**src/rtl/rtmc_step_seq.sv**
```systemverilog
// Stepper-motor pattern sequencer: walks a DEPTH-entry pattern table with a
// programmable stride, timed by a delay counter with a linear acceleration ramp.
module rtmc_step_seq #(
  parameter int MC_W  = 8,
  parameter int DEPTH = 16,
  parameter int DLY_W = 16,
  parameter int CNT_W = 16,
  localparam int IDX_W = $clog2(DEPTH)
) (
  input  logic             clk,
  input  logic             rst_n,
  input  logic             pat_we,
  input  logic [IDX_W-1:0] pat_addr,
  input  logic [MC_W-1:0]  pat_wdata,
  output logic [MC_W-1:0]  pat_rdata,
  input  logic             cfg_dir,
  input  logic [2:0]       cfg_step_size,
  input  logic [DLY_W-1:0] cfg_delay_start,
  input  logic [DLY_W-1:0] cfg_delay_min,
  input  logic [DLY_W-1:0] cfg_ramp,
  input  logic [CNT_W-1:0] cfg_target,
  input  logic             run,
  input  logic             step_req,
  input  logic             clr_count,
  output logic [MC_W-1:0]  mc,
  output logic [IDX_W-1:0] mc_idx,
  output logic [CNT_W-1:0] step_count,
  output logic [DLY_W-1:0] cur_delay,
  output logic             step_strobe,
  output logic             busy,
  output logic             done
);

  localparam logic [1:0] ST_IDLE = 2'd0;
  localparam logic [1:0] ST_RUN  = 2'd1;
  localparam logic [1:0] ST_DONE = 2'd2;

  logic [MC_W-1:0]  table_r [DEPTH];
  logic [1:0]       state_r;
  logic [1:0]       state_nxt_s;
  logic [MC_W-1:0]  mc_r;
  logic [MC_W-1:0]  pat_rdata_r;
  logic [IDX_W-1:0] idx_r;
  logic [CNT_W-1:0] count_r;
  logic [DLY_W-1:0] cur_delay_r;
  logic [DLY_W-1:0] dcnt_r;
  logic             strobe_r;
  logic             busy_r;
  logic             done_r;

  logic             step_s;
  logic             load_s;
  logic             target_zero_s;
  logic [3:0]       stride_s;
  logic [IDX_W+3:0] idx_wide_s;
  logic [IDX_W-1:0] idx_nxt_s;
  logic [CNT_W-1:0] count_inc_s;
  logic [CNT_W-1:0] count_nxt_s;
  logic [DLY_W:0]   ramp_floor_s;
  logic [DLY_W-1:0] delay_ramped_s;
  logic [DLY_W-1:0] delay_nxt_s;
  logic [DLY_W-1:0] dcnt_nxt_s;

  assign target_zero_s = (cfg_target == {CNT_W{1'b0}});
  assign stride_s      = {1'b0, cfg_step_size} + 4'd1;
  assign count_inc_s   = (&count_r) ? count_r : count_r + {{(CNT_W-1){1'b0}}, 1'b1};
  assign ramp_floor_s  = {1'b0, cfg_delay_min} + {1'b0, cfg_ramp};

  // State transitions and step/load decisions
  always_comb begin
    state_nxt_s = state_r;
    step_s      = 1'b0;
    load_s      = 1'b0;
    case (state_r)
      ST_IDLE: begin
        if (run) begin
          if (target_zero_s || (count_r < cfg_target)) begin
            state_nxt_s = ST_RUN;
            load_s      = 1'b1;
          end else begin
            state_nxt_s = ST_DONE;
          end
        end else if (step_req) begin
          step_s = 1'b1;
        end else begin
          step_s = 1'b0;
        end
      end
      ST_RUN: begin
        // A falling run wins over a step that is due on the same edge.
        if (!run) begin
          state_nxt_s = ST_IDLE;
        end else if (dcnt_r == {DLY_W{1'b0}}) begin
          step_s = 1'b1;
          if (!target_zero_s && !clr_count && (count_inc_s == cfg_target)) begin
            state_nxt_s = ST_DONE;
          end else begin
            state_nxt_s = ST_RUN;
          end
        end else begin
          state_nxt_s = ST_RUN;
        end
      end
      ST_DONE: begin
        if (!run) begin
          state_nxt_s = ST_IDLE;
        end else begin
          state_nxt_s = ST_DONE;
        end
      end
      default: begin
        state_nxt_s = ST_IDLE;
      end
    endcase
  end

  // Next index, count, delay and delay-counter values
  always_comb begin
    if (cfg_dir) begin
      idx_wide_s = {4'd0, idx_r} - {{IDX_W{1'b0}}, stride_s};
    end else begin
      idx_wide_s = {4'd0, idx_r} + {{IDX_W{1'b0}}, stride_s};
    end
    idx_nxt_s = step_s ? idx_wide_s[IDX_W-1:0] : idx_r;

    if (clr_count) begin
      count_nxt_s = {CNT_W{1'b0}};
    end else if (step_s) begin
      count_nxt_s = count_inc_s;
    end else begin
      count_nxt_s = count_r;
    end

    // Compared one bit wider so min+ramp cannot wrap.
    if ({1'b0, cur_delay_r} >= ramp_floor_s) begin
      delay_ramped_s = cur_delay_r - cfg_ramp;
    end else begin
      delay_ramped_s = cfg_delay_min;
    end

    if (load_s) begin
      delay_nxt_s = cfg_delay_start;
    end else if (step_s) begin
      delay_nxt_s = delay_ramped_s;
    end else begin
      delay_nxt_s = cur_delay_r;
    end

    if (load_s) begin
      dcnt_nxt_s = cfg_delay_start;
    end else if ((state_r == ST_RUN) && run) begin
      if (dcnt_r == {DLY_W{1'b0}}) begin
        dcnt_nxt_s = delay_ramped_s;
      end else begin
        dcnt_nxt_s = dcnt_r - {{(DLY_W-1){1'b0}}, 1'b1};
      end
    end else begin
      dcnt_nxt_s = dcnt_r;
    end
  end

  // Pattern table storage and registered read ports
  always_ff @(posedge clk or negedge rst_n) begin
    if (!rst_n) begin
      for (int i = 0; i < DEPTH; i++) begin
        table_r[i] <= {MC_W{1'b0}};
      end
      mc_r        <= {MC_W{1'b0}};
      pat_rdata_r <= {MC_W{1'b0}};
    end else begin
      if (pat_we) begin
        table_r[pat_addr] <= pat_wdata;
      end
      mc_r        <= table_r[idx_r];
      pat_rdata_r <= table_r[pat_addr];
    end
  end

  // Sequencer state, counters and status flags
  always_ff @(posedge clk or negedge rst_n) begin
    if (!rst_n) begin
      state_r     <= ST_IDLE;
      idx_r       <= {IDX_W{1'b0}};
      count_r     <= {CNT_W{1'b0}};
      cur_delay_r <= {DLY_W{1'b0}};
      dcnt_r      <= {DLY_W{1'b0}};
      strobe_r    <= 1'b0;
      busy_r      <= 1'b0;
      done_r      <= 1'b0;
    end else begin
      state_r     <= state_nxt_s;
      idx_r       <= idx_nxt_s;
      count_r     <= count_nxt_s;
      cur_delay_r <= delay_nxt_s;
      dcnt_r      <= dcnt_nxt_s;
      strobe_r    <= step_s;
      busy_r      <= (state_nxt_s == ST_RUN);
      done_r      <= (state_nxt_s == ST_DONE);
    end
  end

  assign pat_rdata   = pat_rdata_r;
  assign mc          = mc_r;
  assign mc_idx      = idx_r;
  assign step_count  = count_r;
  assign cur_delay   = cur_delay_r;
  assign step_strobe = strobe_r;
  assign busy        = busy_r;
  assign done        = done_r;

endmodule

```
**config.mk**
```make
export PLATFORM = sky130hd
export DESIGN_NAME = rtmc_step_seq
export DESIGN_NICKNAME = d
export VERILOG_FILES = /design/src/rtl/rtmc_step_seq.sv
export SDC_FILE = /design/constraint.sdc
export NUM_CORES = 1
export LEC_CHECK = 0
export ABC_CLOCK_PERIOD_IN_PS = 5300
export BUFFER_PORTS_ARGS = -buffer_cell sky130_fd_sc_hd__buf_2
export CORE_ASPECT_RATIO = 1.5
export CORE_MARGIN = 2
export CORE_UTILIZATION = 25
export CTS_CLUSTER_DIAMETER = 50
export DETAILED_ROUTE_END_ITERATION = 16
export MAX_ROUTING_LAYER = met4
export PLACE_DENSITY = 0.39
export SLEW_MARGIN = 20
export SYNTH_ARGS = -nofsm -noshare
export SYNTH_HDL_FRONTEND = slang
export SYNTH_SLANG_ARGS = --single-unit
```
**constraint.sdc**
```tcl
create_clock -name clk -period 5.3 [get_ports clk]
set_input_delay 0.265 -clock clk [delete_from_list [all_inputs] [get_ports clk]]
set_output_delay 0.265 -clock clk [all_outputs]
set_load 0.05 [all_outputs]
```
==> impl_metrics.yaml <==
outcome:
  status: "finished, final reports clean"
final_layout:
  final_nets: 1506
  multi_input_area_um2: 7861
  stdcell_count: 2058
  register_area_um2: 5032
  syn2layout_area_growth_pct: 20.99
  fin_area_um2: 16130
  fill_cells: 5396
  drive_gt1_share_pct: 32.05
logic_synthesis:
  postSynth.asyncResetShare_pct: 100.0
  synth_cell_types: 66
  syn_inst: 1197
  syn_nets: 1354
  synth-seq-cells: 201
  synth_area_um2: 13330
  synth-edff-count: 0
  syn_avg_cell_area_um2: 11.14
  ys_seq_area_share_pct: 37.73
  ys_warn_count: 0
  ys.flop_type: "dfrtp_1"
power:
  ir_drop_v: 0.0002355
  leakage_nw: 6.910
  power.density_nw_per_um2: 439.1
clock_network:
  cts_max_path_buffers: 3
  clkSinkCount: 201
  cts-buffers-inserted: 31
  clkLatencyLatePin_ps: 570
  clock-root-buffer: "clkbuf_16"
  clk_transition_reported_paths_ps: 60
  htree_num_levels: 1
  cts_tree: "done"
die:
  start_util_pct: 25.29
  num_rows: 103
  pin_count: 141
  core_area_um2: 52710
  die_h_um: 286.8
  die_x_um: 192.6
  dieArea_um2: 55230
global_route:
  grt_max_degree: 106
  gr-total-overflow: 0
  grt_pass1_vias: 10950
  grt_first_pass_wirelength_mm: 69.01
  antenna_found_initial: 2
  grtUsageTotal_pct: 17.16
timing:
  layout_setup_ws_ps: 1149
  max_freq_ghz: 0.2409
  skew_ps: 16.96
  rsz0062_at_grt: "no"
  fin_crit_sh_pct: 78.32
  tns_ps: 0
  finalSetupViolCount: 0
  fin_crit_ps: 4151
  finalHoldViolations: 0
  hold-worst-slack_ps: 27.79
  worstMarginPinSlew_ps: 1122
  drv_slew: 0
  slew_headroom_pct: 25.22
route:
  wl_per_cell_um: 22.16
  route.vias.total: 10410
  wl_mm: 45.61
  dr.pass1.iters: 6
  drc: 0
  vias_per_cell: 5.059
  postRouteAntennaNets: 0
  first_iter_violations: 496
job:
  cap_violations: 0
critical_path:
  reg2reg_from: "step_count[0]"
  critPathKind: "input pin to flop"
  rr_endpoint: "busy"
  worst_setup_path_start_kind: "input pin"
  reg2reg_slack_ps: 1640
  crit_arrival_ps: 4610
  cp_max_fo: 13
  cp.required_ps: 5760
  worstRegToRegCells: 9
  critPathCaptureType: "flop"
worst_hold_path:
  hold_path_class: "input pin to flop"
  holdPathEnd: "dcnt_r[6]"
  hold_path_depth: 3
  worstHoldStart: "cfg_delay_start[6]"
placed_design:
  dpl_cell_area_um2: 14840
  portBuffers: 140
  place_congestion: 0.8146
  dpl.cell_count: 1983
  hpwl_mm: 32.58
  post-place-ws_ps: 536.8
==> cell type report <==
class | instances | share of cell area [%]
well taps | 682 | 5.291
multi-input cells | 881 | 48.74
clock inverters | 18 | 1.707
clock buffers | 39 | 5.306
repair buffers | 175 | 6.338
inverters | 59 | 1.373
flip-flops and latches | 201 | 31.20
diodes | 3 | 0.04654
==> placed cells by master, fill, tap and decap left out, types with 35 or more instances in the layout <==
cell type | synthesis | layout
mux4_2 | 80 | 80
a21oi_1 | 44 | 44
inv_1 | 59 | 59
ha_1 | 68 | 68
o21ai_0 | 46 | 46
mux2_2 | 130 | 130
dfrtp_1 | 201 | 199
buf_2 | 8 | 139
xnor2_1 | 35 | 35
nor2_1 | 80 | 79
nand2_1 | 73 | 73
==> power by group <==
group	leakage, nW	switching [mW]	internal [mW]
clock	0.548	0.804	1.44
combinational	3.87	1.30	1.17
sequential	2.49	0.465	1.90
total	6.91	2.57	4.51
==> how the worst max path moves through the flow <==
stage	startpoint	endpoint	slack (ps)	cells past startpoint
after floorplan	cfg_delay_min[0]	dcnt_r[0]	1240	18
after global placement	cfg_delay_min[0]	dcnt_r[9]	650	18
after detailed placement	cfg_delay_min[0]	dcnt_r[12]	540	18
after CTS	cfg_delay_min[0]	dcnt_r[9]	1140	18
after global routing	cfg_delay_min[0]	dcnt_r[9]	740	18
final	cfg_delay_min[0]	dcnt_r[9]	1150	18
==> critical path, stage by stage <==
cell and delay (ps):
buf_2 110, ha_1 210, fa_1 400, a21oi_1 230, o2111ai_1 190, nand3_1 170, a21boi_0 130, o41a_1 360
xnor2_1 140, ha_1 300, nand4_1 140, nor4_1 340, a41o_1 220, a21o_1 120, o21a_1 450, nand2_1 300
o31a_1 380, o221ai_1 140
==> per-layer routing <==
| metal | vias up | global-route usage (%) | wire length [um] |
|---|---|---|---|
| met5 | - | - | 0 |
| met4 | 0 | 6.450 | 1842 |
| met3 | 84 | 2.234 | 1681 |
| met2 | 213 | 31.21 | 24560 |
| met1 | 5246 | 18.85 | 17530 |
| li1 | 4868 | - | - |
==> kinds of logic (layout without fill, tap and decap cells) <==
logic type / after synthesis / after routing / share of synthesized area, %
XOR/XNOR: 54 / 54 / 3.548
multiplexers: 221 / 221 / 25.32
adder cells (fa/ha/maj): 71 / 71 / 6.833
AND/OR/NAND/NOR: 320 / 320 / 12.29
buffers and inverters: 115 / 291 / 3.369
flip-flops: 201 / 201 / 37.73
other: 0 / 3 / 0
AO/OA/AOI/OAI: 215 / 215 / 10.91
==> cell usage after synthesis (7+ instances only) <==
master	number	area share [%]
and3_1	13	0.61
xnor2_1	35	2.3
nand3_1	34	1.3
o31ai_1	7	0.39
ha_1	68	6.4
clkbuf_1	37	1.0
buf_2	8	0.30
a21oi_1	44	1.7
nand2b_1	11	0.52
and2_1	8	0.38
nor4_1	16	0.75
a211oi_1	12	0.68
o221ai_1	8	0.53
nand4_1	12	0.56
dfrtp_1	201	38
a22oi_1	12	0.68
o21a_1	13	0.73
inv_1	59	1.7
xor2_1	19	1.2
mux2_2	130	11
o21ai_0	46	1.7
nor3_1	26	0.98
a21o_1	12	0.68
or3_1	13	0.61
mux2i_1	11	0.83
mux4_2	80	14
buf_1	10	0.28
nor2_1	80	2.3
o211ai_1	12	0.68
nand2_1	73	2.1
==> state kept, by name (all words and copies together), names as in the netlist <==
signal,count
step_count,16
mc_idx,4
mc,8
busy,1
pat_rdata,8
dcnt_r,16
step_strobe,1
table_r,128
done,1
cur_delay,16
state_r,2
==> through the flow <==
stage          utilization (%)  power, mW
3_3_place_gp             28.16      4.881
5_1_grt                  30.60      7.518
6_report                 30.60      7.082
3_5_place_dp             28.16      4.906
4_1_cts                  30.59      7.218
2_1_floorplan                -      4.108
==> repair_timing <==
item | 4_1_cts | 5_1_grt
resized for setup | 0 | 0
buffers inserted | 0 | 0
hold buffers | 15 | 0
hold endpoints to repair | 120 | 0
No activity file was read; power rests on OpenSTA's default activity.
